## src/rtl/ctrl_pkg.sv

```systemverilog
// Shared types and encodings for the multi-cycle RV32I control sequencer.
package ctrl_pkg;

   typedef enum logic [3:0] {
      S_FETCH  = 4'd0,
      S_DECODE = 4'd1,
      S_EXEC_I = 4'd2,
      S_EXEC_B = 4'd3,
      S_EXEC_M = 4'd4,
      S_MEM_RD = 4'd5,
      S_MEM_WR = 4'd6,
      S_WB     = 4'd7,
      S_TRAP   = 4'd8
   } state_e;

   localparam logic [4:0] OP_OPIMM  = 5'b00100;
   localparam logic [4:0] OP_BRANCH = 5'b11000;
   localparam logic [4:0] OP_LOAD   = 5'b00000;
   localparam logic [4:0] OP_STORE  = 5'b01000;

   localparam logic [2:0] F3_ADDI = 3'b000;
   localparam logic [2:0] F3_BNE  = 3'b001;
   localparam logic [2:0] F3_WORD = 3'b010;

   typedef enum logic [2:0] {ALU_ADD = 3'd0, ALU_SUB = 3'd1} alu_op_e;
   typedef enum logic [1:0] {IMM_I = 2'd0, IMM_S = 2'd1, IMM_B = 2'd2} imm_sel_e;
   typedef enum logic [1:0] {PC_INC = 2'd0, PC_BR = 2'd1} pc_src_e;
   typedef enum logic [2:0] {C_ADDI, C_BNE, C_LW, C_SW, C_ILLEGAL} instr_class_e;

endpackage

```

## src/rtl/ctrl_decode.sv

```systemverilog
// Combinational instruction classifier: opcode/funct3 to class and immediate format.
module ctrl_decode
   import ctrl_pkg::*;
(
   input  logic [31:0]  instr,
   output instr_class_e iclass,
   output imm_sel_e     imm_sel
);

   logic [4:0] opcode;
   logic [2:0] funct3;
   logic       unused_instr_bits;

   assign opcode = instr[6:2];
   assign funct3 = instr[14:12];
   // Only opcode and funct3 select the class; register and immediate fields are datapath business.
   assign unused_instr_bits = ^{instr[31:15], instr[11:7], instr[1:0]};

   always_comb begin
      iclass  = C_ILLEGAL;
      imm_sel = IMM_I;
      if (opcode == OP_OPIMM && funct3 == F3_ADDI) begin
         iclass = C_ADDI;
      end else if (opcode == OP_BRANCH && funct3 == F3_BNE) begin
         iclass  = C_BNE;
         imm_sel = IMM_B;
      end else if (opcode == OP_LOAD && funct3 == F3_WORD) begin
         iclass = C_LW;
      end else if (opcode == OP_STORE && funct3 == F3_WORD) begin
         iclass  = C_SW;
         imm_sel = IMM_S;
      end
   end

endmodule

```

## src/rtl/mc_ctrl_fsm.sv

```systemverilog
// Multi-cycle control sequencer: fetch/decode/execute/memory/writeback over a shared memory port.
module mc_ctrl_fsm
   import ctrl_pkg::*;
(
   input  logic        clk,
   input  logic        rst,
   input  logic [31:0] instr,
   input  logic        eq,
   input  logic        mem_ready,
   output logic        mem_req,
   output logic        mem_we,
   output logic        addr_src,
   output logic        ir_we,
   output logic        pc_we,
   output logic [1:0]  pc_src,
   output logic        reg_write,
   output logic [2:0]  alu_ctrl,
   output logic        alu_src,
   output logic [1:0]  imm_sel,
   output logic        result_src,
   output logic        retire,
   output logic        illegal,
   output logic [3:0]  state_o
);

   state_e       state_q, state_d;
   instr_class_e iclass;
   imm_sel_e     dec_imm_sel;

   ctrl_decode u_decode (
      .instr   (instr),
      .iclass  (iclass),
      .imm_sel (dec_imm_sel)
   );

   always_ff @(posedge clk) begin
      if (rst) state_q <= S_FETCH;
      else     state_q <= state_d;
   end

   // Every output is forced low while rst is high, whatever state the register still holds.
   always_comb begin
      state_d    = state_q;
      mem_req    = 1'b0;
      mem_we     = 1'b0;
      addr_src   = 1'b0;
      ir_we      = 1'b0;
      pc_we      = 1'b0;
      pc_src     = PC_INC;
      reg_write  = 1'b0;
      alu_ctrl   = ALU_ADD;
      alu_src    = 1'b0;
      imm_sel    = IMM_I;
      result_src = 1'b0;
      retire     = 1'b0;
      illegal    = 1'b0;
      state_o    = 4'd0;
      if (!rst) begin
         state_o = state_q;
         case (state_q)
            S_FETCH: begin
               mem_req = 1'b1;
               if (mem_ready) begin
                  ir_we   = 1'b1;
                  pc_we   = 1'b1;
                  pc_src  = PC_INC;
                  state_d = S_DECODE;
               end
            end
            S_DECODE: begin
               case (iclass)
                  C_ADDI:     state_d = S_EXEC_I;
                  C_BNE:      state_d = S_EXEC_B;
                  C_LW, C_SW: state_d = S_EXEC_M;
                  default:    state_d = S_TRAP;
               endcase
            end
            S_EXEC_I: begin
               alu_src = 1'b1;
               imm_sel = IMM_I;
               state_d = S_WB;
            end
            S_EXEC_B: begin
               alu_ctrl = ALU_SUB;
               imm_sel  = IMM_B;
               if (!eq) begin
                  pc_we  = 1'b1;
                  pc_src = PC_BR;
               end
               retire  = 1'b1;
               state_d = S_FETCH;
            end
            S_EXEC_M: begin
               alu_src = 1'b1;
               imm_sel = dec_imm_sel;
               state_d = (iclass == C_SW) ? S_MEM_WR : S_MEM_RD;
            end
            S_MEM_RD: begin
               mem_req  = 1'b1;
               addr_src = 1'b1;
               if (mem_ready) state_d = S_WB;
            end
            S_MEM_WR: begin
               mem_req  = 1'b1;
               mem_we   = 1'b1;
               addr_src = 1'b1;
               if (mem_ready) begin
                  retire  = 1'b1;
                  state_d = S_FETCH;
               end
            end
            S_WB: begin
               reg_write  = 1'b1;
               result_src = (iclass == C_LW);
               retire     = 1'b1;
               state_d    = S_FETCH;
            end
            S_TRAP: illegal = 1'b1;
            default: state_d = S_FETCH;
         endcase
      end
   end

endmodule

```

## config.mk

```make
export PLATFORM = sky130hd
export DESIGN_NAME = mc_ctrl_fsm
export DESIGN_NICKNAME = d
export VERILOG_FILES = /design/src/rtl/ctrl_pkg.sv /design/src/rtl/ctrl_decode.sv /design/src/rtl/mc_ctrl_fsm.sv
export SDC_FILE = /design/constraint.sdc
export NUM_CORES = 1
export LEC_CHECK = 0
export BUFFER_PORTS_ARGS = -buffer_cell sky130_fd_sc_hd__buf_2
export CORE_MARGIN = 5
export CORE_UTILIZATION = 36
export CTS_BUF_LIST = sky130_fd_sc_hd__clkbuf_2
export CTS_CLUSTER_SIZE = 28
export DETAILED_ROUTE_END_ITERATION = 10
export PLACE_DENSITY = 0.81
export SYNTH_ARGS = -nofsm -noshare
export SYNTH_HDL_FRONTEND = slang
export SYNTH_SLANG_ARGS = --single-unit
```

## constraint.sdc

```tcl
create_clock -name clk -period 1.5 [get_ports clk]
set_input_delay 0.15 -clock clk [delete_from_list [all_inputs] [get_ports clk]]
set_output_delay 0.15 -clock clk [all_outputs]
set_load 0.005 [all_outputs]
```

==> impl_results.md <==
* Total wire length at 1.726 mm
* Initial Util at 38.12%
* Synth cell types at 38
* Gpl congestion at 0.8608
* PortBufs at 29
* Netlist Area Pre-Place at 574.3 um^2
* Clock Latency Late Sink at 0.20 ns
* Io pins at 57
* Power Dens Cells at 443.4 nW/um^2
* # clock sinks at 4
* Syn-to-layout area delta at 54.03%
* Reg clk slew, reported paths at 0.05 ns
* Grt ovf at 0
* CP max FO at 3
* CTS tree: done
* Row cnt at 14
* Sequential area share after synthesis at 13.94%
* Worst Skew at 0.003060 ns
* CTS max path bufs at 2
* Top flop regs: state_q: 4 flops
* TritonCTS Buffers at 3
* DR vias/cell at 5.453
* Max Cap Viol at 0
* Post-Synthesis Cells at 81
* Pre-CTS setup slack at 0.07060 ns
* Yosys warnings at 0
* Max FFs per register at 4
* Critical Path AT at 1.42 ns
* Die width at 49.94 um
* Power, Total at 0.0003922 W
* Final Hold Viols at 0
* Hold WC Path Type: input pin to flip-flop
* Setup TNS at -0.08096 ns
* Critical path class: flip-flop to primary output
* # nets final at 161
* Slack of the critical path at -0.06549 ns
* #FFs+latches synth at 4
* Residual DRC at 0
* Antenna diodes at 0
* Synth Area per Inst at 7.090 um^2
* Clk Tree Root Cell: clkbuf_2
* Initial antenna violation count at 0
* Die Area at 2494 um^2
* Area of the core at 1506 um^2
* DP Wirelength at 1.374 mm
* Slew Viols, Final at 0
* First-pass GRT wire length at 2.780 mm
* RSZ-0062 raised after global routing: true
* Routed vias at 758
* Cts hold-fix bufs at 0
* Final period util at 104.4%
* Fmax achieved at 0.6388 GHz
* Total GRT Usage at 13.89%
* Die height at 49.94 um
* Setup crit start kind: flip-flop
* Status: complete, but fails checks
* CP Capture Type: primary output
* CP Data Required Time at 1.35 ns
* Layout cells sized above 1 at 48.78%
* Drt initial violations at 17
* Mean routed wirelength per cell at 12.42 um
* Violated checks: setup timing
* Largest net degree at the start of global routing at 9
* Number of global-route vias before repair at 673
* Final setup fails at 2
* Worst VDD drop at 367.5 uV
* Fin crit period at 1.565 ns
* H-tree Lvls at 1
* First-pass DRT Iterations at 4
* LEAKAGE at 0.4258 nW
* Fin cells at 139
* Post-route ant nets at 0
* Largest Register: state_q
* Placed Instances at 129
[placed cells by master, fill, tap and decap left out, drive strengths merged, types with 3 or more instances in the layout]
cell type  synthesis  final
buf                7     44
nand2              7      7
dfxtp              4      4
nand3              3      3
clkbuf             0      3
nor2               9      9
nand2b             5      5
a21oi              5      5
o21ai              3      3
nor2b              8      8
conb               1      3
[timing repair]
| action | 4_1_cts | 5_1_grt |
|---|---|---|
| cloned | 0 | 0 |
| pin swaps | 5 | 3 |
| endpoints found under the setup margin | 10 | 11 |
| gates resized for setup | 10 | 7 |
| buffers inserted | 1 | 6 |
[per-stage QoR]
stage	cell area (um^2)	utilization [%]	hold slack, ns
global route	884.6	58.72	0.2802
floorplan	581.8	-	0.2508
global placement	745.7	49.50	0.4846
finish	884.6	58.72	0.2807
CTS	813.3	53.99	0.2754
detailed placement	745.7	49.50	0.5066
[final timing paths]
path                            cells after the start                    start  slack, ns                       to
worst min register to register                      2  state_q[2]$_SDFFE_PP0P_       0.61  state_q[3]$_SDFFE_PP0P_
worst max-delay path                                5  state_q[3]$_SDFFE_PP0P_      -0.07                    pc_we
worst max register to register                      6  state_q[1]$_SDFFE_PP0P_       0.08  state_q[0]$_SDFFE_PP0P_
worst min-delay path                                3                 instr[5]       0.28  state_q[1]$_SDFFE_PP0P_
[cell usage after synthesis (all sizes together)]
cell     n  area share (%)
o21a     2             2.6
nand2b   5             5.4
or4b     1             1.7
o31ai    1             1.3
o21ai    3             2.6
inv      2             1.3
nand4    1             1.1
nor4b    1             1.5
or2      2             2.2
nand3    3             2.6
nor2b    8             8.7
nor3     2             1.7
o211ai   1             1.3
xnor2    1             1.5
or3      1             2.0
a311o    1             1.7
o21ba    1             1.7
a31oi    1             1.1
a21oi    5             4.4
buf      7              11
o41ai    1             2.8
a2111oi  1             1.5
nor4     2             3.3
and3     2             2.2
o22a     1             1.5
and2     1             1.1
conb     1            0.65
nand2    7             4.6
or4      2             3.3
dfxtp    4              14
nor2     9             6.3
nand4b   1             1.5
[area by class of cell]
class,instances,area [um^2]
multi-input combinational,70,488.0
tap,16,20.02
timing repair buffer,44,265.3
fill,144,621.8
sequential,4,88.84
inverter,2,7.507
clock buffer,3,15.01
[logic make-up after synthesis]
| logic type | synth area share (%) |
|---|---|
| AOI/OAI and AO/OA | 22.66 |
| xor gates and xnor gates | 1.525 |
| buffers and inverters | 11.98 |
| DFF | 13.94 |
| other | 0.6530 |
| and+or+nand+nor | 49.24 |
[worst max-delay path, cell delays in order (launching register included)]
cell and delay, ns:
dfxtp_4 0.34, or2_1 0.22, or3_4 0.36, nor2_4 0.11
or2_1 0.09, buf_2 0.10
[per-layer routing]
metal  vias up  wire length, um  global-route usage [%]
met5         -                0                       0
met4         0               33                   3.057
met3         4              162                   6.627
met2        38              830                   22.88
met1       343              699                   16.10
li1        373                -                       -
[power breakdown]
part	switching [W]	leakage [nW]	internal [W]	total (W)
registers	0.0000118	0.0344	0.000115	0.000127
logic	0.0000848	0.379	0.0000845	0.000169
clock network	0.0000424	0.0125	0.0000538	0.0000962
Power figures use the tool's default switching activity.
